--- src/rtl/serial_frame_rx.sv ---
// Serial frame receiver: start bit, WIDTH data bits LSB first, optional even parity, stop bit.
// Optional parity stage is compiled in with `define SERIAL_FRAME_RX_PARITY_EN.
module serial_frame_rx #(
    parameter int WIDTH = 8
) (
    input  logic             clk,
    input  logic             rst,
    input  logic             sin,
    output logic [WIDTH-1:0] dout,
    output logic             dout_valid,
    output logic             frame_err,
    output logic             parity_err,
    output logic             busy
);

    localparam int            CW       = (WIDTH > 1) ? $clog2(WIDTH) : 1;
    localparam logic [CW-1:0] LAST_BIT = CW'(WIDTH - 1);

`ifdef SERIAL_FRAME_RX_PARITY_EN
    typedef enum logic [1:0] {IDLE, DATA, PARITY, STOP} state_t;
`else
    typedef enum logic [1:0] {IDLE, DATA, STOP} state_t;
`endif

    state_t           state_q, state_d;
    logic [CW-1:0]    cnt_q, cnt_d;
    logic [WIDTH-1:0] shift_q, shift_d;
    logic [WIDTH-1:0] dout_q, dout_d;
    logic             valid_q, valid_d;
    logic             ferr_q, ferr_d;
    logic             par_bad;

`ifdef SERIAL_FRAME_RX_PARITY_EN
    logic pbad_q, pbad_d;
    logic perr_q, perr_d;

    assign par_bad    = pbad_q;
    assign parity_err = perr_q;
`else
    assign par_bad    = 1'b0;
    assign parity_err = 1'b0;
`endif

    // NOTE: state registers use non-blocking assignments so every flop samples pre-edge values.
    always_ff @(posedge clk or posedge rst) begin
        if (rst) begin
            state_q <= IDLE;
            cnt_q   <= '0;
            shift_q <= '0;
            dout_q  <= '0;
            valid_q <= 1'b0;
            ferr_q  <= 1'b0;
`ifdef SERIAL_FRAME_RX_PARITY_EN
            pbad_q  <= 1'b0;
            perr_q  <= 1'b0;
`endif
        end else begin
            state_q <= state_d;
            cnt_q   <= cnt_d;
            shift_q <= shift_d;
            dout_q  <= dout_d;
            valid_q <= valid_d;
            ferr_q  <= ferr_d;
`ifdef SERIAL_FRAME_RX_PARITY_EN
            pbad_q  <= pbad_d;
            perr_q  <= perr_d;
`endif
        end
    end

    // NOTE: every variable gets a default before the case so no path can infer a latch.
    always_comb begin
        state_d = state_q;
        cnt_d   = cnt_q;
        shift_d = shift_q;
        dout_d  = dout_q;
        valid_d = 1'b0;
        ferr_d  = 1'b0;
`ifdef SERIAL_FRAME_RX_PARITY_EN
        pbad_d  = pbad_q;
        perr_d  = 1'b0;
`endif
        case (state_q)
            IDLE: begin
                if (!sin) begin
                    state_d = DATA;
                    cnt_d   = '0;
                end
            end
            DATA: begin
                shift_d[cnt_q] = sin;
                cnt_d          = cnt_q + 1'b1;
                if (cnt_q == LAST_BIT) begin
`ifdef SERIAL_FRAME_RX_PARITY_EN
                    state_d = PARITY;
`else
                    state_d = STOP;
`endif
                end
            end
`ifdef SERIAL_FRAME_RX_PARITY_EN
            PARITY: begin
                // Even parity: the received bit must equal the XOR of the data bits.
                pbad_d  = sin ^ (^shift_q);
                state_d = STOP;
            end
`endif
            STOP: begin
                state_d = IDLE;
                ferr_d  = !sin;
`ifdef SERIAL_FRAME_RX_PARITY_EN
                perr_d  = pbad_q;
`endif
                if (sin && !par_bad) begin
                    dout_d  = shift_q;
                    valid_d = 1'b1;
                end
            end
            default: state_d = IDLE;
        endcase
    end

    assign dout       = dout_q;
    assign dout_valid = valid_q;
    assign frame_err  = ferr_q;
    assign busy       = (state_q != IDLE);

endmodule
--- config.mk ---
export PLATFORM = sky130hd
export DESIGN_NAME = serial_frame_rx
export DESIGN_NICKNAME = d
export VERILOG_FILES = /design/src/rtl/serial_frame_rx.sv
export SDC_FILE = /design/constraint.sdc
export NUM_CORES = 1
export LEC_CHECK = 0
export CORE_MARGIN = 5
export CORE_UTILIZATION = 45
export CTS_CLUSTER_SIZE = 10
export DETAILED_ROUTE_END_ITERATION = 6
export PLACE_DENSITY = 0.71
export SKIP_LAST_GASP = 1
export SLEW_MARGIN = 10
export SYNTH_ARGS = -nofsm -noshare
export SYNTH_HDL_FRONTEND = slang
export SYNTH_SLANG_ARGS = --single-unit
--- constraint.sdc ---
create_clock -name clk -period 1.4 [get_ports clk]
set_input_delay 0.14 -clock clk [delete_from_list [all_inputs] [get_ports clk]]
set_output_delay 0.14 -clock clk [all_outputs]
set_load 0.03 [all_outputs]
=== After elaboration in Yosys (flattened, before gate mapping) ===
Cells that the tools add are included.

* Bits in registers: 23
* Bits in latches: 0
* Memory bits (writable): 0
* ROM bits: 0
* Bits of input ports: 3
* Output and inout port bits: 12
* Word-level logic and storage cells: 33
* Memories kept: 0

* Add/subtract/negate cells: 1
* Multipliers: 0
* Div/mod/pow operators: 0
* $lt $le $gt $ge: 2
* Equal/unequal tests: 5
* Shift operators: 0
* Multiplexer cells: 11
* Bitwise gates (word level): 0
* Reductions and logical operators: 8

{| class="wikitable"
|+ Operator list
! cell !! count
|-
| bitwise mux 8 bit || 1
|-
| case mux 3 bit (2 select lines) || 1
|-
| AND reduction 2 bit || 3
|-
| < comparator 3 x 4 -> 1 bit (second input constant) || 1
|-
| two-way mux 1 bit || 4
|-
| two-way mux 2 bit || 2
|-
| != test 2 bit (second input constant) || 2
|-
| case mux 2 bit (2 select lines) || 1
|-
| nonzero test 2 bit || 2
|-
| adder 3 x 1 -> 3 bit (second input constant) || 1
|-
| demux 1 bit (select 3 bit) || 1
|-
| == test 3 bit (second input constant) || 1
|-
| greater-or-equal comparator 3 x 1 -> 1 bit (second input constant) || 1
|-
| two-way mux 3 bit || 1
|-
| == test 2 x 1 -> 1 bit (second input constant) || 1
|-
| == test 2 bit (second input constant) || 1
|-
| zero test 2 bit || 1
|-
| logical AND 1 bit || 1
|-
| zero test 1 bit || 1
|}

=== Depth between registers and ports, before layout ===
* Word-level depth: 5
* Depth in mapped cells: 4
* Depth with buffers taken out: 3

=== Worst setup path after synthesis ===
OpenSTA, ideal clock, no wires.

* Path kind: register -> register
* Start: register state_q[1]
* End: register shift_q[5]
* Setup time: 0.125 ns
* Data arrival time: 1.203 ns
* Data required time: 1.275 ns
* Path slack: 0.072 ns
* Stages on the path, launching flop included: 4
* Path buffers: 0
* Period minus slack after synthesis: 1.328 ns
* Cell sequence: dfrtp_1 -> nand3b_1 -> nor3b_1 -> mux2_2

* Longest elaborated chain between the ends: 1

{| class="wikitable"
|+ Ends and longest elaborated chain
! item !! RTL line !! source
|-
| start: declaration || 25 || <nowiki>state_t state_q, state_d;</nowiki>
|-
| start signal: assignment || 58 || <nowiki>state_q <= state_d;</nowiki>
|-
| == test 2 x 1 -> 1 bit || 83 || <nowiki>case (state_q)</nowiki>
|-
| end signal: assignment || 60 || <nowiki>shift_q <= shift_d;</nowiki>
|-
| end: declaration || 27 || <nowiki>logic [WIDTH-1:0] shift_q, shift_d;</nowiki>
|}

No other way between the ends.
A chain may end at the register's enable or synchronous reset.

=== Worst setup path in the final report ===
* Start: register state_q[1]
* End: register shift_q[6]

Same word-level chain as after synthesis.

==> out/results.tsv <==
metric	value	unit
CTS tree	built	
initial core utilization	45.9	%
Detail Route met2 WL	681	um
largest net degree at the start of global routing	24	
crit-path max cell delay	0.42	ns
crit end category	register	
H-tree depth	1	
total core area	2170	um^2
Peak VDD IR	0.00122	V
clk buf depth	2	
Vias	575	
area leader, netlist	dfrtp_1	
clk slew on worst S/H paths	0.12	ns
n_diodes	0	
count of pins over their slew limit	0	
final instance area	1180	um^2
share of layout cells above drive strength 1	35.2	%
# setup viols final	0	
worst hold margin	0.148	ns
Pre-Repair DR Iteration Count	3	
synth unique cells	25	
die area	3250	um^2
asr flop ratio synth	100	%
R2R Setup Slk	0.02	ns
fraction of the mapped netlist area in adder cells	2.51	%
placer congestion estimate	0.721	
IO Port Bufs	13	
Detail Route met3 WL	72	um
Sinks on Clock Net	23	
# DRC	0	
Synth top cells by count	dfrtp_1 (23), mux2_2 (12), mux2_1 (4)	
final worst path period need	1.38	ns
unrepaired setup endpoints after global routing	yes	
xor/xnor share of the synthesized area	0	%
crit path DAT	1.58	ns
WL/cell	12.7	um
synth top area cells	dfrtp_1 (58%), mux2_2 (14%), mux2_1 (4.5%)	
run status	finished clean	
Die X	57.0	um
Req. time, crit path	1.60	ns
Mapped Area	996	um^2
Final Skew	0.00148	ns
Ys Warns	0	
detailed placement HPWL	1.02	mm
global-route wire length before repair	2.50	mm
sequential share of the synthesized area	57.8	%
kind of critical path	reg -> reg	
Top Layer Used	met4	
top-count cell post-synth	dfrtp_1	
Ports	15	
Post-Syn Instances	70	
fin crit share	98.3	%
die height	57.0	um
Tot GR Track Use	10.0	%
Avg Inst Size Synth	14.2	um^2
Pwr Density	2140	nW/um^2
FP Rows	17	
initial drt markers	6	
largest family of logic cells by synthesized area	multiplexers	
maxcap violations	0	
initial antenna violation count	0	
met1 wire length	688	um
Leakage Power	0.578	nW
worst-path cell chain	buf_4, nor3b_4, nand3_1, mux2_1	
clock latency on the worst-skew pair	0.31	ns
Main synth FF type	dfrtp_1	
hold_buf cts	0	
Post-Synth Simple-Gate Area	11.9	%
vias in the first global route	554	
Hold Vio Cnt, Final	0	
syn nets	75	
post-route ant nets	0	
Post-DP Area	1150	um^2
DR vias/cell	4.96	
CTS Buf Count	3	
total gr overflow	0	
Layout Nets	94	
multiplexer area fraction after synthesis	18.1	%
routed wire length	1.47	mm
root cell of the clock tree	clkbuf_4	
Post-synth EDFFs	0	
Synth-to-Final Area Change	18.7	%
top-area cell type share of the netlist area	57.8	%
Slowest-stage cell, CP	dfrtp_1	
largest fanout on the critical path	5	
crit path launch type	register	
area fraction in compound gates after synthesis	3.89	%
Fmax	726	MHz
setup_tns	0	ns
Yosys reg bits	23	
Hold Crit Class	in -> async	
## where the power goes
part	switching, mW	total, mW	internal (mW)	leakage, nW
combinational	0.538	1.06	0.526	0.279
clock	0.190	0.297	0.107	0.0177
sequential	0.217	1.17	0.951	0.282
## through the flow
stage                     instances  setup WS [ns]  power, mW  util, %
after floorplan                  70         0.0722       2.00        -
after global placement          111       -0.00768       2.27     52.9
after detailed placement        111        -0.0220       2.31     52.9
after CTS                       115        -0.0769       2.53     53.7
after global routing            116        -0.0533       2.71     54.5
final                           116         0.0233       2.53     54.5
## timing repair
action	4_1_cts	5_1_grt
pin swaps	0	0
endpoints found under the hold margin	0	0
buffers inserted	0	1
gates resized for setup	13	6
setup endpoints to repair	11	4
## cells in the final DEF (no fill, tap or decap)
cell type,instances
conb_1,1
or2_2,1
a21oi_1,1
nor3b_4,1
nor3b_2,2
nand2_1,1
mux2_2,12
buf_4,5
a22o_1,2
ha_1,2
nor2_1,1
clkbuf_4,3
nor2b_2,1
nand4_1,1
dfrtp_1,22
a21o_1,1
nor3_2,1
mux2_1,4
a21o_2,1
inv_1,3
nor3b_1,1
dlygate4sd2_1,10
and2_1,1
clkinv_2,1
buf_2,1
nand3_1,1
dfrtp_2,1
nand3b_1,3
nand3_2,1
clkdlybuf4s50_1,2
## routing by layer
metal  GRT usage (%)  up-vias
met5               0        -
met4            6.95        0
met3            2.04        4
met2            14.5       13
met1            13.4      283
li1                -      275
## critical path, delay by kind of cell, from the launching register on
family	cells	cell delay [ns]
DFF	1	0.42
and+or+nand+nor	2	0.37
muxes	1	0.33
buffers and inverters	1	0.15
## path summary, 6_finish.rpt
kind	start	end	depth (start not counted)
max	state_q[1]	shift_q[6]	4
min in group clk	shift_q[4]	shift_q[4]	1
max in group asynchronous	rst	cnt_q[0]	3
min	rst	dout[0]	3
min reg2reg	shift_q[4]	shift_q[4]	1
max reg2reg	state_q[1]	shift_q[6]	4
## registers in the layout, indices dropped and copies added (netlist names)
register    flops
cnt_q           3
dout            8
dout_valid      1
frame_err       1
shift_q         8
state_q         2
## cell type report
class | count | area (um^2)
flip-flops and latches | 23 | 577
fillers | 198 | 987
well taps | 28 | 35.0
inverters | 3 | 11.3
clock inverters | 1 | 5.00
multi-input cells | 40 | 382
clock buffers | 3 | 22.5
repair buffers | 18 | 150
## cells by family (layout without fill, tap and decap cells)
group | count (synthesis) | in the layout
fa+ha+maj | 2 | 2
other cells | 1 | 1
compound gates | 5 | 5
flops | 23 | 23
buf+inv | 7 | 25
simple gates | 16 | 16
mux | 16 | 16
Note: power is estimated with default switching activity, not from simulation.
